--- config.mk ---
export PLATFORM = sky130hd
export DESIGN_NAME = x7seg_bcd_scan
export DESIGN_NICKNAME = d
export VERILOG_FILES = /design/src/rtl/x7seg_bcd_scan.sv
export SDC_FILE = /design/constraint.sdc
export NUM_CORES = 1
export LEC_CHECK = 0
export BUFFER_PORTS_ARGS = -buffer_cell sky130_fd_sc_hd__buf_4
export CORE_MARGIN = 2
export CORE_UTILIZATION = 60
export CTS_BUF_LIST = sky130_fd_sc_hd__clkbuf_8
export DETAILED_ROUTE_END_ITERATION = 16
export GPL_ROUTABILITY_DRIVEN = 0
export HOLD_SLACK_MARGIN = 0.12
export PLACE_DENSITY_LB_ADDON = 0.1
export SLEW_MARGIN = 20
export SYNTH_ARGS = -nofsm -noshare
export SYNTH_HDL_FRONTEND = slang
export SYNTH_SLANG_ARGS = --single-unit
--- constraint.sdc ---
create_clock -name clk -period 3 [get_ports clk]
set_input_delay 0.15 -clock clk [delete_from_list [all_inputs] [get_ports clk]]
set_output_delay 0.15 -clock clk [all_outputs]
set_load 0.02 [all_outputs]
--- src/rtl/x7seg_bcd_scan.sv ---
// -----------------------------------------------------------------------------
// x7seg_bcd_scan
// Converts an IN_W-bit unsigned value into DIGITS packed BCD digits with a
// sequential shift-and-add-3 (double dabble) engine behind a start/busy/done
// handshake. The last result is held and time-multiplexed onto a common-anode
// 7-segment display. Segment and digit-enable outputs are active low.
//
// Optional feature: define X7SEG_LZB_EN to blank leading zeros on the
// display. Digit 0 is never blanked, and the overflow dash takes priority.
// Handshake, bcd and timing are the same with or without the macro.
// -----------------------------------------------------------------------------
module x7seg_bcd_scan #(
  parameter int unsigned IN_W         = 8,
  parameter int unsigned DIGITS       = 3,
  parameter int unsigned REFRESH_LOG2 = 18
) (
  input  logic                  clk,
  input  logic                  clr_n,
  input  logic [IN_W-1:0]       x,
  input  logic                  start,
  output logic                  busy,
  output logic                  done,
  output logic                  ovf,
  output logic [4*DIGITS-1:0]   bcd,
  output logic [6:0]            a_to_g,
  output logic [DIGITS-1:0]     an
);

  localparam int unsigned BCD_W = 4 * DIGITS;
  localparam int unsigned CNT_W = $clog2(IN_W + 1);
  localparam int unsigned IDX_W = (DIGITS > 1) ? $clog2(DIGITS) : 1;

`ifdef X7SEG_LZB_EN
  localparam bit LZB = 1'b1;
`else
  localparam bit LZB = 1'b0;
`endif

  localparam logic [6:0] SEG_DASH  = 7'b1111110;
  localparam logic [6:0] SEG_BLANK = 7'b1111111;

  typedef enum logic [1:0] {
    ST_IDLE,
    ST_SHIFT,
    ST_DONE
  } state_e;

  state_e             state_q, state_d;

  // Conversion engine
  logic [IN_W-1:0]    sr_q, sr_d;        // binary bits still to be shifted in
  logic [BCD_W-1:0]   work_q, work_d;    // BCD working field
  logic               sticky_q, sticky_d;
  logic [CNT_W-1:0]   cnt_q, cnt_d;
  logic [BCD_W-1:0]   adj;               // working field after the add-3 step

  // Handshake and held result
  logic               busy_q, busy_d;
  logic               done_q, done_d;
  logic [BCD_W-1:0]   bcd_q, bcd_d;
  logic               ovf_q, ovf_d;

  // Display scan
  logic [REFRESH_LOG2-1:0] refresh_q, refresh_d;
  logic [IDX_W-1:0]        idx_q, idx_d;

  // Display decode temporaries
  logic [3:0]         digit_sel;
  logic               zero_above;
  logic               blank_sel;

  // Active-low common-anode glyphs, bit6=a ... bit0=g
  function automatic logic [6:0] glyph(input logic [3:0] d);
    case (d)
      4'd0:    glyph = 7'b0000001;
      4'd1:    glyph = 7'b1001111;
      4'd2:    glyph = 7'b0010010;
      4'd3:    glyph = 7'b0000110;
      4'd4:    glyph = 7'b1001100;
      4'd5:    glyph = 7'b0100100;
      4'd6:    glyph = 7'b0100000;
      4'd7:    glyph = 7'b0001111;
      4'd8:    glyph = 7'b0000000;
      4'd9:    glyph = 7'b0000100;
      default: glyph = SEG_BLANK;
    endcase
  endfunction

  // State register; reset mid-conversion aborts straight back to idle
  // NOTE: every flop uses <= so all registers update from the same pre-edge values.
  always_ff @(posedge clk or negedge clr_n) begin
    if (!clr_n) begin
      state_q <= ST_IDLE;
    end else begin
      state_q <= state_d;
    end
  end

  // Next-state logic: IDLE -> SHIFT (IN_W cycles) -> DONE (1 cycle) -> IDLE
  always_comb begin
    state_d = state_q;
    case (state_q)
      ST_IDLE:  if (start) state_d = ST_SHIFT;
      ST_SHIFT: if (cnt_q == CNT_W'(1)) state_d = ST_DONE;
      ST_DONE:  state_d = ST_IDLE;
      default:  state_d = ST_IDLE;
    endcase
  end

  // Output/datapath logic per state: load, add-3 and shift, then latch result
  // NOTE: every variable gets a default first so no path leaves it unassigned (no latch).
  always_comb begin
    sr_d     = sr_q;
    work_d   = work_q;
    sticky_d = sticky_q;
    cnt_d    = cnt_q;
    bcd_d    = bcd_q;
    ovf_d    = ovf_q;
    busy_d   = 1'b0;
    done_d   = 1'b0;

    // Correct every digit that would exceed 9 after doubling
    adj = work_q;
    for (int k = 0; k < DIGITS; k++) begin
      if (work_q[4*k +: 4] >= 4'd5) begin
        adj[4*k +: 4] = work_q[4*k +: 4] + 4'd3;
      end
    end

    case (state_q)
      ST_IDLE: begin
        if (start) begin
          sr_d     = x;
          work_d   = '0;
          sticky_d = 1'b0;
          cnt_d    = CNT_W'(IN_W);
          busy_d   = 1'b1;
        end
      end
      ST_SHIFT: begin
        // A set top bit here is shifted out: the value no longer fits
        {work_d, sr_d} = {adj[BCD_W-2:0], sr_q, 1'b0};
        sticky_d       = sticky_q | adj[BCD_W-1];
        cnt_d          = cnt_q - CNT_W'(1);
        busy_d         = 1'b1;
      end
      ST_DONE: begin
        bcd_d  = work_q;
        ovf_d  = sticky_q;
        done_d = 1'b1;
      end
      default: ;
    endcase
  end

  // Free-running refresh counter; the scan index advances on each wrap
  always_comb begin
    refresh_d = refresh_q + REFRESH_LOG2'(1);
    idx_d     = idx_q;
    if (&refresh_q) begin
      idx_d = (idx_q == IDX_W'(DIGITS - 1)) ? '0 : idx_q + IDX_W'(1);
    end
  end

  // Datapath, handshake and scan registers
  // NOTE: all state here is small flops, so every register is reset; nothing is a RAM.
  always_ff @(posedge clk or negedge clr_n) begin
    if (!clr_n) begin
      sr_q      <= '0;
      work_q    <= '0;
      sticky_q  <= 1'b0;
      cnt_q     <= '0;
      busy_q    <= 1'b0;
      done_q    <= 1'b0;
      bcd_q     <= '0;
      ovf_q     <= 1'b0;
      refresh_q <= '0;
      idx_q     <= '0;
    end else begin
      sr_q      <= sr_d;
      work_q    <= work_d;
      sticky_q  <= sticky_d;
      cnt_q     <= cnt_d;
      busy_q    <= busy_d;
      done_q    <= done_d;
      bcd_q     <= bcd_d;
      ovf_q     <= ovf_d;
      refresh_q <= refresh_d;
      idx_q     <= idx_d;
    end
  end

  // Select the scanned digit, enable its anode and drive its glyph
  always_comb begin
    digit_sel  = 4'd0;
    zero_above = 1'b1;
    blank_sel  = 1'b0;
    an         = '1;
    for (int k = DIGITS - 1; k >= 0; k--) begin
      zero_above = zero_above & (bcd_q[4*k +: 4] == 4'd0);
      if (idx_q == IDX_W'(k)) begin
        digit_sel = bcd_q[4*k +: 4];
        blank_sel = zero_above && (k != 0);
        an[k]     = 1'b0;
      end
    end

    if (ovf_q) begin
      a_to_g = SEG_DASH;
    end else if (LZB && blank_sel) begin
      a_to_g = SEG_BLANK;
    end else begin
      a_to_g = glyph(digit_sel);
    end
  end

  assign busy = busy_q;
  assign done = done_q;
  assign ovf  = ovf_q;
  assign bcd  = bcd_q;

endmodule

==> flow_summary.json <==
{
  "status": "finished, final reports clean",
  "max_cap_viol_count": 0,
  "critPathMaxFanout": 8,
  "die_h_um": 76.41,
  "syn_area_per_cell_sq_um": 10.92,
  "startpoint": "idx_q[1]",
  "grt_max_degree": 63,
  "die_w_um": 76.41,
  "end_kind": "primary output",
  "grt_overflow": 0,
  "tns_ns": 0,
  "crit_path_max_incr_delay_ns": 0.54,
  "num_vias": 2229,
  "wl_per_cell_um": 14.24,
  "cts.sinks": 62,
  "firstDrtPassIters": 4,
  "min_period_ns": 2.607,
  "hpwlAfterDp_um": 3969,
  "grt_first_pass_wirelength_um": 9956,
  "cts_inserted_buffers": 9,
  "slew_headroom_pct": 50.14,
  "power_frac_seq_pct": 34.9,
  "switching_share_pct": 40.01,
  "leakage_nw": 1.720,
  "io_pins": 36,
  "synth_xor_area_share_pct": 6.126,
  "setup_viol": 0,
  "synth_cell_type_count": 44,
  "syn-num-nets": 314,
  "grt_usage_pct": 21.28,
  "slew_viol_final": 0,
  "finalHoldViolations": 0,
  "synth-seq-cells": 62,
  "path_class": "flip-flop to primary output",
  "root_buffer": "clkbuf_8",
  "drive_above_1_share_pct": 21.02,
  "yosysWarnings": 0,
  "synth.most_common_cell": "dfrtp_1",
  "final_antenna_net_count": 0,
  "synth_adder_area_share_pct": 5.967,
  "timing.hold.ws_ns": 0.1287,
  "wl_um": 5739,
  "yosysSeqAreaShare_pct": 49.32,
  "synth_top_cell_by_area": "dfrtp_1",
  "grt_pass1_vias": 2132,
  "synth.top_cells.by_count": "dfrtp_1, nand2_1, o21ai_0, inv_1, xnor2_1",
  "path_clk_slew_ns": 0.07,
  "dpl-instance-area_sq_um": 3423,
  "ir_worst_vdd_mv": 0.5936,
  "synth_area_sq_um": 3146,
  "clkLatencyLatePin_ns": 0.34,
  "p_per_area_nw_per_um2": 1016,
  "cts-resized-gates": 0,
  "postLayoutCellArea_sq_um": 3682,
  "p_int_mw": 2.244,
  "rows": 26,
  "numPortBuffers": 35,
  "pwr-share-comb_pct": 45.1,
  "via_per_inst": 5.531,
  "n_antenna_cell": 0,
  "synth_top_family_by_area": "compound AO/OA/AOI/OAI gates",
  "startpoint_type": "flip-flop",
  "required_ns": 2.85,
  "switching_power_mw": 1.497,
  "hold_class": "input pin to flip-flop",
  "synth.mux.area_fraction_pct": 7.399,
  "worst_slew_pin_slew_ns": 0.7480,
  "synth-compound-area-share_pct": 15.35,
  "antenna_found_initial": 0,
  "pwr-share-clk_pct": 20.0,
  "die_area_sq_um": 5838,
  "min-delay-start": "x[6]",
  "dp_slack_ns": 0.7537,
  "cts_tree": "yes",
  "fin_nets": 354,
  "drt_iter0_markers": 113,
  "synthCells": 288,
  "synth_top_area_share_pct": 49.32,
  "syn_to_final_growth_pct": 17.06,
  "synthFlopType": "dfrtp_1",
  "htree_levels": 3,
  "synth_edf_count": 0,
  "fin_skew_ns": 0.008179,
  "r2r_start": "state_q[0]",
  "synth_area_leaders": "dfrtp_1, ha_1, xnor2_1",
  "core-area_sq_um": 5075,
  "crit_slowest_cell": "dfrtp_1",
  "post-route-period-util_pct": 86.89,
  "crit_chain": "nor2b_4, o2bb2ai_1, inv_1, ha_1, o21ai_0, a21o_1, buf_4",
  "fin_ws_ns": 0.3932,
  "synthArstFlopShare_pct": 100.0,
  "rsz0062_at_grt": "no",
  "total_power_mw": 3.741,
  "drc": 0,
  "max_clock_freq_ghz": 0.3836,
  "synthSimpleGateAreaFrac_pct": 10.78,
  "cts.path.max_buffers": 2,
  "initial_core_util_pct": 61.98,
  "cp.arrival_ns": 2.46
}
[cells in the final DEF (no fill, tap or decap), types with 8 or more instances in the layout]
master and n:
buf_4 36, xnor2_1 18, nand3_1 8, inv_1 20, mux2i_1 12, ha_1 15
nand2_1 30, dfrtp_1 62, clkbuf_8 11, a21oi_1 10, mux2_2 8, o21ai_0 23
[through the flow]
stage | utilization (%) | std cells
final | 72.56 | 403
after floorplan | - | 288
after CTS | 72.56 | 403
after global routing | 72.56 | 403
after detailed placement | 67.46 | 382
after global placement | 67.46 | 382
[area by class of cell]
cell class | instances | area (sq um)
flip-flops and latches | 62 | 1551
inverters | 21 | 78.83
fillers | 384 | 1393
repair buffers | 41 | 320.3
clock inverters | 5 | 57.56
clock buffers | 11 | 151.4
multi-input cells | 193 | 1435
well taps | 70 | 87.58
[sequential cells by signal, summed over array words and instances, names as in the netlist]
name,flops
ovf,1
busy,1
refresh_q,18
sr_q,8
sticky_q,1
cnt_q,4
done,1
work_q,12
idx_q,2
state_q,2
bcd,12
[critical path: cells and delay by family (launching register included)]
| kind | cells | cell delay [ns] |
|---|---|---|
| AO/OA/AOI/OAI | 3 | 0.59 |
| adder cells (fa/ha/maj) | 1 | 0.35 |
| buffers and inverters | 2 | 0.30 |
| AND/OR/NAND/NOR | 1 | 0.34 |
| flip-flops | 1 | 0.54 |
[worst paths after layout]
check | end | slack [ns] | depth (start not counted)
max | a_to_g[5] | 0.39 | 7
min | sr_q[6] | 0.13 | 3
max reg2reg | bcd[10] | 1.19 | 2
min reg2reg | refresh_q[16] | 0.47 | 1
max in group asynchronous | work_q[0] | 2.09 | 2
min in group asynchronous | refresh_q[1] | 0.42 | 2
[what timing repair did]
action | 4_1_cts | 5_1_grt
hold buffers | 5 | 0
endpoints found under the hold margin | 66 | 0
setup buffers | 0 | 0
[power groups by stage]
stage          registers [mW]  clock network, mW  logic (mW)
6_report                 1.30              0.749        1.69
5_1_grt                  1.33              0.807        1.87
4_1_cts                  1.30              0.766        1.70
3_5_place_dp             1.32                  0        1.68
3_3_place_gp             1.31                  0        1.64
2_1_floorplan            1.33                  0        1.11
[logic make-up after synthesis]
logic type,after synthesis
AO/OA/AOI/OAI,68
AND/OR/NAND/NOR,67
flip-flops,62
buffers and inverters,33
XOR/XNOR,22
multiplexers,21
adder cells (fa/ha/maj),15
[metal layers]
metal	vias up	track usage [%]	part of all wire [%]
met5	-	0	0
met4	0	7.636	1.7
met3	14	5.450	3.7
met2	46	33.19	48
met1	1079	29.04	47
li1	1090	-	-
Power figures use the tool's default switching activity.
